## config.mk

```make
export PLATFORM = sky130hd
export DESIGN_NAME = serial_adder
export DESIGN_NICKNAME = d
export VERILOG_FILES = /design/src/rtl/serial_adder_pkg.sv /design/src/rtl/serial_adder_chunk_adder.sv /design/src/rtl/serial_adder.sv
export SDC_FILE = /design/constraint.sdc
export NUM_CORES = 1
export LEC_CHECK = 0
export BUFFER_PORTS_ARGS = -buffer_cell sky130_fd_sc_hd__buf_4
export CAP_MARGIN = 20
export CORE_ASPECT_RATIO = 2
export CORE_UTILIZATION = 40
export DETAILED_ROUTE_END_ITERATION = 16
export HOLD_SLACK_MARGIN = 0.06
export PLACE_DENSITY = 0.71
export SETUP_SLACK_MARGIN = 0.05
export SLEW_MARGIN = 5
export SYNTH_ARGS = -nofsm -noshare
export SYNTH_HDL_FRONTEND = slang
export SYNTH_SLANG_ARGS = --single-unit
```

## constraint.sdc

```tcl
create_clock -name clk -period 4.37 [get_ports clk]
set_input_delay 0.874 -clock clk [delete_from_list [all_inputs] [get_ports clk]]
set_output_delay 0.874 -clock clk [all_outputs]
set_load 0.03 [all_outputs]
```

## src/rtl/serial_adder_pkg.sv

```systemverilog
// ============================================================================
// serial_adder_pkg : shared state encoding and sizing helpers for serial_adder
// Rev 1.0 - initial release
// ============================================================================
`default_nettype none

package serial_adder_pkg;

   typedef enum logic [1:0] {
      IDLE = 2'd0,
      RUN  = 2'd1,
      DONE = 2'd2
   } state_t;

   // Number of RUN cycles; guarded so a bad CHUNK fails in the top-level check
   function automatic int calc_steps(input int width, input int chunk);
      return (chunk > 0) ? (width / chunk) : 1;
   endfunction

   function automatic int calc_cnt_w(input int steps);
      return (steps <= 1) ? 1 : $clog2(steps);
   endfunction

endpackage

`default_nettype wire

```

## src/rtl/serial_adder_chunk_adder.sv

```systemverilog
// ============================================================================
// chunk_adder : combinational CHUNK-bit ripple adder from full-adder equations
// Rev 1.0 - initial release
// ============================================================================
`default_nettype none

module chunk_adder #(
   parameter int CHUNK = 1
) (
   input  logic [CHUNK-1:0] a,
   input  logic [CHUNK-1:0] b,
   input  logic             cin,
   output logic [CHUNK-1:0] s,
   output logic             cout
);

   always_comb begin
      logic carry;
      s     = '0;
      carry = cin;
      for (int i = 0; i < CHUNK; i++) begin
         s[i]  = a[i] ^ b[i] ^ carry;
         carry = (a[i] & b[i]) | (carry & (a[i] ^ b[i]));
      end
      cout = carry;
   end

endmodule

`default_nettype wire

```

## src/rtl/serial_adder.sv

```systemverilog
// ============================================================================
// serial_adder : multi-cycle WIDTH-bit adder, CHUNK bits per clock, valid/ready
// Optional subtract mode enabled by macro SERIAL_ADDER_SUBTRACT_EN.
// Rev 1.0 - initial release
// ============================================================================
`default_nettype none

module serial_adder
   import serial_adder_pkg::*;
#(
   parameter int WIDTH = 8,
   parameter int CHUNK = 1
) (
   input  logic             clk,
   input  logic             rst,
   input  logic             in_valid,
   output logic             in_ready,
   input  logic [WIDTH-1:0] a,
   input  logic [WIDTH-1:0] b,
   input  logic             cin,
`ifdef SERIAL_ADDER_SUBTRACT_EN
   input  logic             sub,
`endif
   output logic             out_valid,
   input  logic             out_ready,
   output logic [WIDTH-1:0] sum,
   output logic             cout,
   output logic             busy
);

   localparam int               STEPS      = calc_steps(WIDTH, CHUNK);
   localparam int               CNT_W      = calc_cnt_w(STEPS);
   localparam logic [CNT_W-1:0] LAST_CNT   = CNT_W'(STEPS - 1);
   localparam logic [WIDTH-1:0] CHUNK_MASK = WIDTH'({CHUNK{1'b1}});

   if (WIDTH < 1 || CHUNK < 1 || (WIDTH % CHUNK) != 0) begin : g_bad_params
      $error("serial_adder: WIDTH must be >= 1 and a multiple of CHUNK >= 1");
   end

   state_t             state;
   state_t             next_state;
   logic [WIDTH-1:0]   a_r;
   logic [WIDTH-1:0]   b_r;
   logic [WIDTH-1:0]   sum_r;
   logic               carry_r;
   logic               cout_r;
   logic [CNT_W-1:0]   cnt_r;
   logic [31:0]        shamt;
   logic [CHUNK-1:0]   a_chunk;
   logic [CHUNK-1:0]   b_chunk;
   logic [CHUNK-1:0]   s_chunk;
   logic               c_out;
   logic               last;
   logic [WIDTH-1:0]   b_cap;
   logic               c_cap;

   // Subtraction is a + ~b + !cin, folded into the captured operands
`ifdef SERIAL_ADDER_SUBTRACT_EN
   assign b_cap = sub ? ~b : b;
   assign c_cap = cin ^ sub;
`else
   assign b_cap = b;
   assign c_cap = cin;
`endif

   always_comb begin
      shamt   = 32'(cnt_r) * 32'(CHUNK);
      a_chunk = CHUNK'(a_r >> shamt);
      b_chunk = CHUNK'(b_r >> shamt);
   end

   assign last = (cnt_r == LAST_CNT);

   chunk_adder #(
      .CHUNK (CHUNK)
   ) u_chunk_adder (
      .a    (a_chunk),
      .b    (b_chunk),
      .cin  (carry_r),
      .s    (s_chunk),
      .cout (c_out)
   );

   always_ff @(posedge clk or posedge rst) begin
      if (rst) begin
         state <= IDLE;
      end else begin
         state <= next_state;
      end
   end

   always_comb begin
      next_state = state;
      case (state)
         IDLE:    if (in_valid)  next_state = RUN;
         RUN:     if (last)      next_state = DONE;
         DONE:    if (out_ready) next_state = IDLE;
         default:                next_state = IDLE;
      endcase
   end

   always_ff @(posedge clk or posedge rst) begin
      if (rst) begin
         a_r     <= '0;
         b_r     <= '0;
         sum_r   <= '0;
         carry_r <= 1'b0;
         cout_r  <= 1'b0;
         cnt_r   <= '0;
      end else begin
         case (state)
            IDLE: begin
               if (in_valid) begin
                  a_r     <= a;
                  b_r     <= b_cap;
                  carry_r <= c_cap;
                  cnt_r   <= '0;
               end
            end
            RUN: begin
               sum_r   <= (sum_r & ~(CHUNK_MASK << shamt)) | (WIDTH'(s_chunk) << shamt);
               carry_r <= c_out;
               cnt_r   <= cnt_r + CNT_W'(1);
               if (last) cout_r <= c_out;
            end
            default: ;
         endcase
      end
   end

   assign in_ready  = (state == IDLE);
   assign busy      = (state == RUN);
   assign out_valid = (state == DONE);
   assign sum       = sum_r;
   assign cout      = cout_r;

endmodule

`default_nettype wire

```

[Word-level counts from Yosys, hierarchy flattened]
Cells that the tools add are included.
Operators by class
  add/subtract/negate cells: 1
  equal/unequal tests: 6
  shift-type cells: 4
  multiplexer cells: 8
  bitwise operators: 8
  reductions and logical operators: 6
Operators with widths (count)
  8-bit by 3-bit right shift with 1-bit output: 2
  8-bit AND: 1
  8-bit inverter: 1
  8-bit bitwise OR: 1
  1-bit by 3-bit left shift with 8-bit output: 1
  1-bit by 3-bit left shift with 8-bit output (first input constant): 1
  2-bit two-way mux: 3
  2-bit case mux with 3 select lines: 1
  3-bit case mux with 2 select lines: 1
  2-bit AND reduction: 3
  2-bit by 1-bit != test with 1-bit output (second input constant): 2
  3-bit by 1-bit adder with 3-bit output (second input constant): 1
  3-bit == test (second input constant): 1
  3-bit two-way mux: 1
  3-bit AND reduction: 1
  1-bit AND: 2
  2-bit by 1-bit == test with 1-bit output (second input constant): 1
  2-bit == test (second input constant): 1
  2-bit logical NOT: 1
  2-bit != test (second input constant): 1
  1-bit case mux with 2 select lines: 1
  2-bit nonzero test: 1
  1-bit XOR: 2
  1-bit two-way mux: 1
  1-bit bitwise OR: 1
Word-level totals
  flip-flop bits (word level): 31
  input port bits: 21
  output and inout port bits: 12
  word-level logic and storage cells: 40

[Depth between registers and ports, before layout]
Gate-level depths: netlist of the first run.
  depth in word-level cells: 5
  depth in mapped cells: 6
  mapped depth without buffers: 5

[Cells and area by module]
A second synthesis of the first run with hierarchy kept.
Second synthesis, totals
  cells, all modules: 116
  area total of the unflattened synthesis: 1574.0 um^2
Modules (own cells, without submodules)
  serial_adder: times used 1, cells each 115, area an instance 1554.0 um^2, sequential area each 775.7 um^2
  chunk_adder: times used 1, cells each 1, area an instance 20.0 um^2, sequential area each 0.0 um^2

[Worst setup path before layout of the first run]
OpenSTA, ideal clock, no wires.
  path type: reg2reg
  start point: register cnt_r[0]
  end point: register sum_r[1] (netlist: sum[1])
  library setup time: 0.066 ns
  arrival time: 2.069 ns
  required time: 4.304 ns
  setup slack: 2.235 ns
  stages on the path, launching flop included: 7
  buffers on the path: 1
  clock period less this slack: 2.135 ns
  path through: dfrtp_1 -> buf_6 -> mux4_2 -> mux2i_1 -> fa_1 -> nor3b_1 -> a22o_1
On the way
  word-level cells in the longest chain between the ends: 5
  elaborated cells between the ends (all ways): 9
  classes of those cells: shift: 4; bitwise: 5
RTL lines
  start: declaration: RTL line serial_adder.sv:47  | logic [CNT_W-1:0] cnt_r;
  start signal: assignment: RTL line serial_adder.sv:123  | cnt_r <= cnt_r + CNT_W'(1);
  8-bit by 3-bit right shift with 1-bit output, on equally long branches: RTL line serial_adder.sv:68, serial_adder.sv:69
  1-bit XOR (2 in a row): RTL line serial_adder_chunk_adder.sv:22  | s[i] = a[i] ^ b[i] ^ carry;
  1-bit by 3-bit left shift with 8-bit output: RTL line serial_adder.sv:121  | sum_r <= (sum_r & ~(CHUNK_MASK << shamt)) | (WIDTH'(s_chunk) << shamt);
  8-bit bitwise OR *: RTL line serial_adder.sv:121
  end signal: assignment: RTL line serial_adder.sv:121
  end: declaration: RTL line serial_adder.sv:44  | logic [WIDTH-1:0] sum_r;
Mark *: on every way between the ends. The rest lies on a longest branch, timed or not.
A chain may end at the register's enable or synchronous reset.

[Final worst setup path of the first run]
  start point: register state[0]
  end point: output busy
On the way
  word-level cells in the longest chain between the ends: 1
RTL lines
  start: declaration: RTL line serial_adder.sv:40  | state_t state;
  start signal: assignment: RTL line serial_adder.sv:88  | state <= next_state;
  2-bit by 1-bit == test with 1-bit output: RTL line serial_adder.sv:132  | assign busy = (state == RUN);
  end: declaration: RTL line serial_adder.sv:28  | output logic busy
No other way between the ends.

==> metrics.md, run 1 <==
| Metric | Value |
|---|---|
| Run status | complete, no violations |
| Dpl ws | 1.93 ns |
| Clk_skew | 0.00400 ns |
| Synth cell count leaders | 31 x dfrtp_1, 17 x mux2_2, 8 x inv_1, 6 x ha_1 |
| Seq/Total Area, Yosys | 0.498 |
| Wirelength, routed | 3280 um |
| Die H | 90.2 um |
| Detailed placement HPWL | 2560 um |
| Vias in the first global route | 1159 |
| Final period utilization | 0.572 |
| Initial Utilization | 0.422 |
| TritonCTS clock tree | yes |
| Worst Setup End Kind | output port |
| Layout cells sized above 1 | 0.429 |
| Crit path launch | state[0]$_DFFE_PP0P_ |
| Avg Inst Size Synth | 13.9 um^2 |
| M1 GR Usage | 0.188 |
| End of the worst register-to-register path | sum[1]$_DFFE_PP0P_ |
| M3 GR Usage | 0.0301 |
| Arrival @ worst endpoint | 1.63 ns |
| Final Hold Vio Count | 0 |
| Hold depth | 1 |
| Max FO, Critical Path | 18 |
| Initial antenna violation count | 0 |
| DIE WIDTH | 46.1 um |
| Critical Path RT | 3.50 ns |
| Pwr dens | 798 nW/um^2 |
| RSZ-0062 raised after global routing | false |
| Mapped Cells | 112 |
| Ranking of synthesized cells by area | dfrtp_1 50%, mux2_2 12%, mux4_2 5.8% |
| Synth cell types | 29 |
| Routing usage on met2 | 0.327 |
| IO buf count | 32 |
| Hold path endpoint | sum[2]$_DFFE_PP0P_ |
| CTS Sinks | 31 |
| Setup TNS | 0 ns |
| Io pins | 33 |
| Gr ovfl total | 0 |
| Final Setup Violations | 0 |
| Drt drc | 0 |
| Hold Startpoint | sum[2]$_DFFE_PP0P_ |
| Post-layout min period | 2.50 ns |
| Nets | 174 |
| Tightest Pin Transition | 0.552 ns |
| Worst r2r src | cnt_r[0]$_DFFE_PP0P_ |
| Grt peak-use layer | met2 |
| DR iter-0 viols | 24 |
| Worst skew pair latency | 0.28 ns |
| Vias | 1033 |
| Clk buf depth | 2 |
| CTS Hold Bufs | 0 |
| WS Path Type | flip-flop to output port |
| Worst setup slack after layout | 1.87 ns |
| Post-synth top area cell | dfrtp_1 |
| DRT Pass-1 Iters | 4 |
| CP Launch Type | flip-flop |
| DR vias/cell | 5.27 |
| Most common cell in the netlist | dfrtp_1 |
| Relative slew slack | 0.632 |
| Mapped cell area | 1560 um^2 |
| FF-to-FF path depth | 5 |
| Largest net degree at the start of global routing | 22 |
| Leading register cell type out of synthesis | dfrtp_1 |
| H-tree Lvls | 2 |
| Post-synth EDFFs | 0 |
| Placeable core region | 3680 um^2 |
| Clk slew on worst S/H paths | 0.06 ns |
| WL per Instance | 16.8 um |
| Fmax | 400 MHz |
| R2R setup slack | 1.92 ns |
| P&R area growth vs syn | 23.5% |
| CTS Root Buffer Type | clkbuf_8 |
| # diodes | 0 |
| Clock buffer count from CTS | 5 |
| Final slew viol count | 0 |
| Peak VDD IR | 0.000383 V |
| Maxcap violations | 0 |
| Total track usage | 0.185 |
| Ys async rst share | 1.00 |
| WHS | 0.492 ns |
| Min-delay worst type | flip-flop to flip-flop |
| Leak | 0.884 nW |
| Final GP Congestion | 0.851 |
| Rows | 31 |
| DRT antenna net count | 0 |
| Area share of the largest cell type after synthesis | 0.498 |
| Synthesized net count | 140 |
| Die ar. | 4160 um^2 |
| Warnings from Yosys | 0 |
| Setup repair bufs after CTS | 0 |
| Post-cts resize count | 0 |
| #FFs+latches synth | 31 |
| First-pass GRT wire length | 5430 um |
## cell families (layout without fill, tap and decap cells)
kind of cell               after synthesis  count (layout)  synth area share
DFF                                     31              31             0.498
muxes                                   24              24             0.200
and+or+nand+nor                         21              21             0.110
buffers and inverters                   15              50            0.0530
AOI/OAI and AO/OA                       14              14            0.0772
adders and majority gates                7               7            0.0611
## state kept, by name, indices dropped and copies added (netlist names)
| name | cells |
|---|---|
| state | 2 |
| sum | 8 |
| a_r | 8 |
| b_r | 8 |
| cout | 1 |
| carry_r | 1 |
| cnt_r | 3 |
## layer usage
| layer | wire [um] | up-vias |
|---|---|---|
| li1 | - | 479 |
| met1 | 1130 | 530 |
| met2 | 2010 | 19 |
| met3 | 70 | 5 |
| met4 | 70 | 0 |
| met5 | 0 | - |
## layout make-up
cell class	instances	area, um^2
Clock inverter	1	5.00
Sequential cell	31	776
Timing Repair Buffer	34	275
Clock buffer	7	76.3
Fill cell	336	1760
Tap cell	49	61.3
Multi-Input combinational cell	66	698
Inverter	8	30.0
## placed cells by master (no fill, tap or decap), types with 2 or more instances in the layout
master / netlist / routed
clkbuf_8: 0 / 5
clkbuf_1: 1 / 2
nor2b_1: 2 / 2
dfrtp_1: 31 / 31
a32o_1: 4 / 4
nand4bb_1: 3 / 3
nor3b_1: 2 / 2
nor3b_2: 2 / 2
buf_4: 0 / 33
ha_1: 6 / 6
mux2_2: 17 / 17
nor2_1: 2 / 2
nand4b_1: 3 / 3
mux4_2: 4 / 4
mux2i_1: 3 / 3
nand3b_1: 3 / 3
a22o_1: 4 / 4
o31ai_1: 2 / 2
inv_1: 8 / 8
## worst max-delay path by stage
stage                          to  cells past startpoint  slack, ns
5_1_grt                      busy                      2       1.81
2_1_floorplan  sum[1]$_DFFE_PP0P_                      6       2.23
6_report                     busy                      2       1.87
3_5_place_dp   sum[1]$_DFFE_PP0P_                      5       1.93
4_1_cts                      busy                      2       1.89
3_3_place_gp   sum[1]$_DFFE_PP0P_                      5       2.00
## through the flow
stage | area, um^2 | std cells | power (mW) | util
after floorplan | 1560 | 112 | 1.12 | -
after global placement | 1810 | 187 | 1.29 | 0.492
after detailed placement | 1840 | 188 | 1.33 | 0.499
after CTS | 1920 | 196 | 1.55 | 0.522
after global routing | 1920 | 196 | 1.64 | 0.522
final | 1920 | 196 | 1.53 | 0.522
## power breakdown
part	internal, mW	switching (mW)
Clock	0.111	0.101
Sequential	0.428	0.151
Combinational	0.385	0.357
## critical path, cell delays in order, from the launching register on
cell     delay, ns
dfrtp_1       0.69
nor2b_1       0.41
buf_4         0.24
Note: power is estimated with default switching activity, not from simulation.
==> run 2: changes to the inputs <==
clock period = 2.43 ns   (was 4.37 ns; I/O delays follow)
==> metrics.md, run 2 (synthesis results as in run 1) <==
| Metric | Value |
|---|---|
| Layout cells sized above 1 | 0.457 |
| Register share of total power | 0.330 |
| M1 GR Usage | 0.167 |
| Most frequent cells in the layout | 38 x buf_4, 31 x dfrtp_1, 17 x mux2_2 |
| Setup repair bufs after CTS | 0 |
| Fmax | 441 MHz |
| Final GP Congestion | 0.833 |
| WS Path Type | flip-flop to flip-flop |
| Initial antenna violation count | 0 |
| Placeable core region | 3680 um^2 |
| Relative slew slack | 0.713 |
| CTS Sinks | 31 |
| Drt drc | 0 |
| Worst Setup End Kind | flip-flop |
| DRT Pass-1 Iters | 4 |
| CTS Root Buffer Type | clkbuf_8 |
| Logic pwr share | 0.490 |
| Total track usage | 0.180 |
| Final period utilization | 0.933 |
| WL per Instance | 16.2 um |
| Critical Path RT | 2.66 ns |
| Worst skew pair latency | 0.29 ns |
| Largest net degree at the start of global routing | 32 |
| CP Launch Type | flip-flop |
| End of the worst register-to-register path | sum[1]$_DFFE_PP0P_ |
| Clk buf depth | 2 |
| Switch Pwr | 1.10 mW |
| Worst r2r src | cnt_r[0]$_DFFE_PP0P_ |
| CP max stage delay | 0.54 ns |
| Cell Area, Placed | 1850 um^2 |
| Routing usage on met2 | 0.315 |
| DR vias/cell | 5.22 |
| Pwr dens | 1490 nW/um^2 |
| Nets | 178 |
| WHS | 0.269 ns |
| Power, Total | 2.92 mW |
| TritonCTS clock tree | yes |
| Gr ovfl total | 0 |
| P&R area growth vs syn | 26.4% |
| Wirelength, routed | 3250 um |
| Post-layout util | 0.534 |
| Io pins | 33 |
| Grt peak-use layer | met2 |
| DR iter-0 viols | 19 |
| CP delay by family, top | multiplexers |
| CTS Hold Bufs | 0 |
| Clk slew on worst S/H paths | 0.07 ns |
| Final instance area | 1970 um^2 |
| Buf/Inv on CP | 0 |
| Clock power share | 0.180 |
| Post-layout min period | 2.27 ns |
| Final Setup Violations | 0 |
| Die ar. | 4160 um^2 |
| Maxcap violations | 0 |
| Worst setup slack after layout | 0.163 ns |
| Tightest Pin Transition | 0.429 ns |
| Run status | complete, no violations |
| H-tree Lvls | 2 |
| Initial Utilization | 0.422 |
| First-pass GRT wire length | 5290 um |
| Die H | 90.2 um |
| Min-delay worst type | input pin to asynchronous set/reset pin |
| Most common cell after layout, fill and taps aside | buf_4 |
| Crit-path cells | mux4_2 > mux2i_1 > fa_1 > nor3b_1 > a22o_1 |
| R2R setup slack | 0.16 ns |
| Vias | 1043 |
| Vias in the first global route | 1135 |
| Clk_skew | 0.0112 ns |
| Rows | 31 |
| Dpl ws | 0.173 ns |
| DIE WIDTH | 46.1 um |
| Leak | 0.915 nW |
| RSZ-0062 raised after global routing | false |
| FF-to-FF path depth | 5 |
| Slowest stage cell on the critical path | mux4_2 |
| Detailed placement HPWL | 2480 um |
| Max FO, Critical Path | 5 |
| Switching share of total power | 0.375 |
| Setup TNS | 0 ns |
| M3 GR Usage | 0.0482 |
| Peak VDD IR | 0.000630 V |
| Final cell count without fillers | 200 |
| Post-cts resize count | 0 |
| Final slew viol count | 0 |
| Internal power | 1.83 mW |
| Clock buffer count from CTS | 5 |
| # diodes | 0 |
| Placed Cells | 192 |
| IO buf count | 32 |
| DRT antenna net count | 0 |
| Final Hold Vio Count | 0 |
| Arrival @ worst endpoint | 2.49 ns |
==> run 2: routing by layer <==
layer | vias up | share of wire
met1 | 514 | 0.34
li1 | 483 | -
met5 | - | 0
met2 | 34 | 0.58
met3 | 12 | 0.033
met4 | 0 | 0.044
==> run 2: worst max path at each step <==
stage | from | endpoint | slack (ns) | depth (start not counted)
floorplan | cnt_r[0]$_DFFE_PP0P_ | sum[1]$_DFFE_PP0P_ | 0.29 | 6
global placement | cnt_r[0]$_DFFE_PP0P_ | sum[1]$_DFFE_PP0P_ | 0.24 | 5
detailed placement | cnt_r[0]$_DFFE_PP0P_ | sum[1]$_DFFE_PP0P_ | 0.17 | 5
CTS | cnt_r[0]$_DFFE_PP0P_ | sum[1]$_DFFE_PP0P_ | 0.15 | 5
global route | cnt_r[0]$_DFFE_PP0P_ | sum[1]$_DFFE_PP0P_ | 0.07 | 5
finish | cnt_r[0]$_DFFE_PP0P_ | sum[1]$_DFFE_PP0P_ | 0.16 | 5
==> run 2: tightest hold or removal path, cell delays in order <==
cell and delay [ns]:
buf_4 0.10, inv_1 0.04, buf_4 0.35
==> run 2: final cells by class <==
type,instances,area [um^2]
multi-input combinational,66,698
clock buffer,6,82.6
timing repair buffer,38,285
tap,49,61.3
sequential,31,776
clock inverter,2,35.0
inverter,8,30.0
fill,331,1720
==> run 2: power groups by stage <==
stage                     logic, mW  registers (mW)  clock network [mW]
after floorplan               0.994            1.02                   0
after global placement         1.41           0.959                   0
after detailed placement       1.45           0.978                   0
after CTS                      1.45           0.967               0.537
after global routing           1.55            1.00               0.566
final                          1.43           0.965               0.527
==> run 3: changes to the inputs <==
SETUP_SLACK_MARGIN = 0.4   (was 0.05)
==> metrics.md, run 3 (synthesis results as in run 1) <==
| Metric | Value |
|---|---|
| CP Launch Type | flip-flop |
| DRT Pass-1 Iters | 3 |
| IO buf count | 32 |
| WS Path Type | flip-flop to flip-flop |
| Placeable core region | 3680 um^2 |
| Die H | 90.2 um |
| First-pass GRT wire length | 5200 um |
| Relative slew slack | 0.746 |
| Fmax | 469 MHz |
| Clk slew on worst S/H paths | 0.06 ns |
| Wirelength, routed | 3070 um |
| Total track usage | 0.175 |
| Largest net degree at the start of global routing | 32 |
| Final Setup Violations | 0 |
| Fillcell total | 332 |
| Most frequent cells in the layout | 38 x buf_4, 30 x dfrtp_1, 17 x mux2_2 |
| CTS Hold Bufs | 0 |
| Nets | 178 |
| Worst skew pair latency | 0.28 ns |
| RSZ-0062 raised after global routing | true |
| Register share of total power | 0.322 |
| Final instance area | 1980 um^2 |
| Post-layout min period | 2.13 ns |
| R2R setup slack | 0.30 ns |
| Worst Setup End Kind | flip-flop |
| Switch Pwr | 1.14 mW |
| TritonCTS clock tree | yes |
| # diodes | 0 |
| Layout cells sized above 1 | 0.497 |
| DR vias/cell | 5.20 |
| Die ar. | 4160 um^2 |
| Tightest Pin Transition | 0.381 ns |
| P&R area growth vs syn | 27.3% |
| Logic pwr share | 0.529 |
| Rows | 31 |
| Setup TNS | 0 ns |
| WL per Instance | 15.4 um |
| FF-to-FF path depth | 5 |
| DR iter-0 viols | 4 |
| Critical Path RT | 2.65 ns |
| CTS Sinks | 31 |
| Min-delay worst type | input pin to asynchronous set/reset pin |
| Final slew viol count | 0 |
| Clock power share | 0.148 |
| DIE WIDTH | 46.1 um |
| CTS Root Buffer Type | clkbuf_8 |
| Max FO, Critical Path | 5 |
| DRT antenna net count | 0 |
| Initial Utilization | 0.422 |
| Detailed placement HPWL | 2400 um |
| Clock buffer count from CTS | 5 |
| WHS | 0.275 ns |
| Cell Area, Placed | 1860 um^2 |
| Clk_skew | 0.00437 ns |
| Most common cell after layout, fill and taps aside | buf_4 |
| Clk buf depth | 2 |
| Gr ovfl total | 0 |
| Run status | complete, no violations |
| Peak VDD IR | 0.000803 V |
| Maxcap violations | 0 |
| Worst r2r src | cnt_r[0]$_DFFE_PP0P_ |
| Internal power | 1.83 mW |
| Vias in the first global route | 1133 |
| Final GP Congestion | 0.805 |
| Arrival @ worst endpoint | 2.35 ns |
| Power, Total | 2.97 mW |
| Setup repair bufs after CTS | 0 |
| H-tree Lvls | 2 |
| Switching share of total power | 0.384 |
| Io pins | 33 |
| Drt drc | 0 |
| Vias | 1040 |
| Pwr dens | 1500 nW/um^2 |
| Leak | 0.903 nW |
| Initial antenna violation count | 0 |
| Final Hold Vio Count | 0 |
| Final period utilization | 0.877 |
| End of the worst register-to-register path | sum[1]$_DFFE_PP0P_ |
-- run 3: cell count changes in the layout (fill, tap and decap cells not counted), sizes merged --
cell,before,now
clkbuf,6,8
bufinv,1,0
clkinv,1,0
-- run 3: stage by stage --
step                       util  instances  setup WS, ns
final                     0.538        200         0.298
after global routing      0.538        200         0.224
after CTS                 0.535        200         0.295
after detailed placement  0.505        192         0.196
after global placement    0.505        192         0.277
after floorplan               -        112         0.346
-- run 3: worst max-delay path, cell delays in order (launching register included) --
cell	delay (ns)
dfrtp_2	0.44
mux4_2	0.53
mux2i_2	0.19
fa_2	0.53
nor3b_2	0.22
a22o_1	0.17
-- run 3: metal layers --
layer	wire length, um	part of all wire	vias to the layer above	track usage
met1	1110	0.36	524	0.183
met2	1780	0.58	24	0.296
met3	107	0.035	5	0.0442
met5	0	0	-	0
met4	76	0.025	0	0.0931
li1	-	-	487	-
-- run 3: power groups by stage --
stage	Clock [mW]	Sequential [mW]	Combinational [mW]
floorplan	0	1.02	1.03
global placement	0	0.961	1.44
detailed placement	0	0.970	1.49
CTS	0.453	0.961	1.54
global route	0.478	0.994	1.71
finish	0.440	0.956	1.57
-- run 3: layout make-up --
cell class / instances / area, um^2 / area share
Sequential cell: 31 / 777 / 0.392
Timing Repair Buffer: 38 / 285 / 0.144
Multi-Input combinational cell: 66 / 727 / 0.367
Clock buffer: 8 / 100 / 0.0505
Tap cell: 49 / 61.3 / 0.0310
Inverter: 8 / 30.0 / 0.0152
-- run 3: how the worst max path moves through the flow --
stage          slack [ns]                 end  depth (start not counted)                  from
2_1_floorplan        0.35  sum[1]$_DFFE_PP0P_                          6  cnt_r[0]$_DFFE_PP0P_
6_report             0.30  sum[1]$_DFFE_PP0P_                          5  cnt_r[0]$_DFFE_PP0P_
3_5_place_dp         0.20  sum[1]$_DFFE_PP0P_                          5  cnt_r[0]$_DFFE_PP0P_
3_3_place_gp         0.28  sum[1]$_DFFE_PP0P_                          5  cnt_r[0]$_DFFE_PP0P_
4_1_cts              0.30  sum[1]$_DFFE_PP0P_                          5  cnt_r[0]$_DFFE_PP0P_
5_1_grt              0.22  sum[1]$_DFFE_PP0P_                          5  cnt_r[0]$_DFFE_PP0P_
-- run 3: timing repair --
item	in CTS	in global routing
gates resized for setup	4	2
hold endpoints to repair	0	0
setup endpoints to repair	8	8
pin swaps	2	5
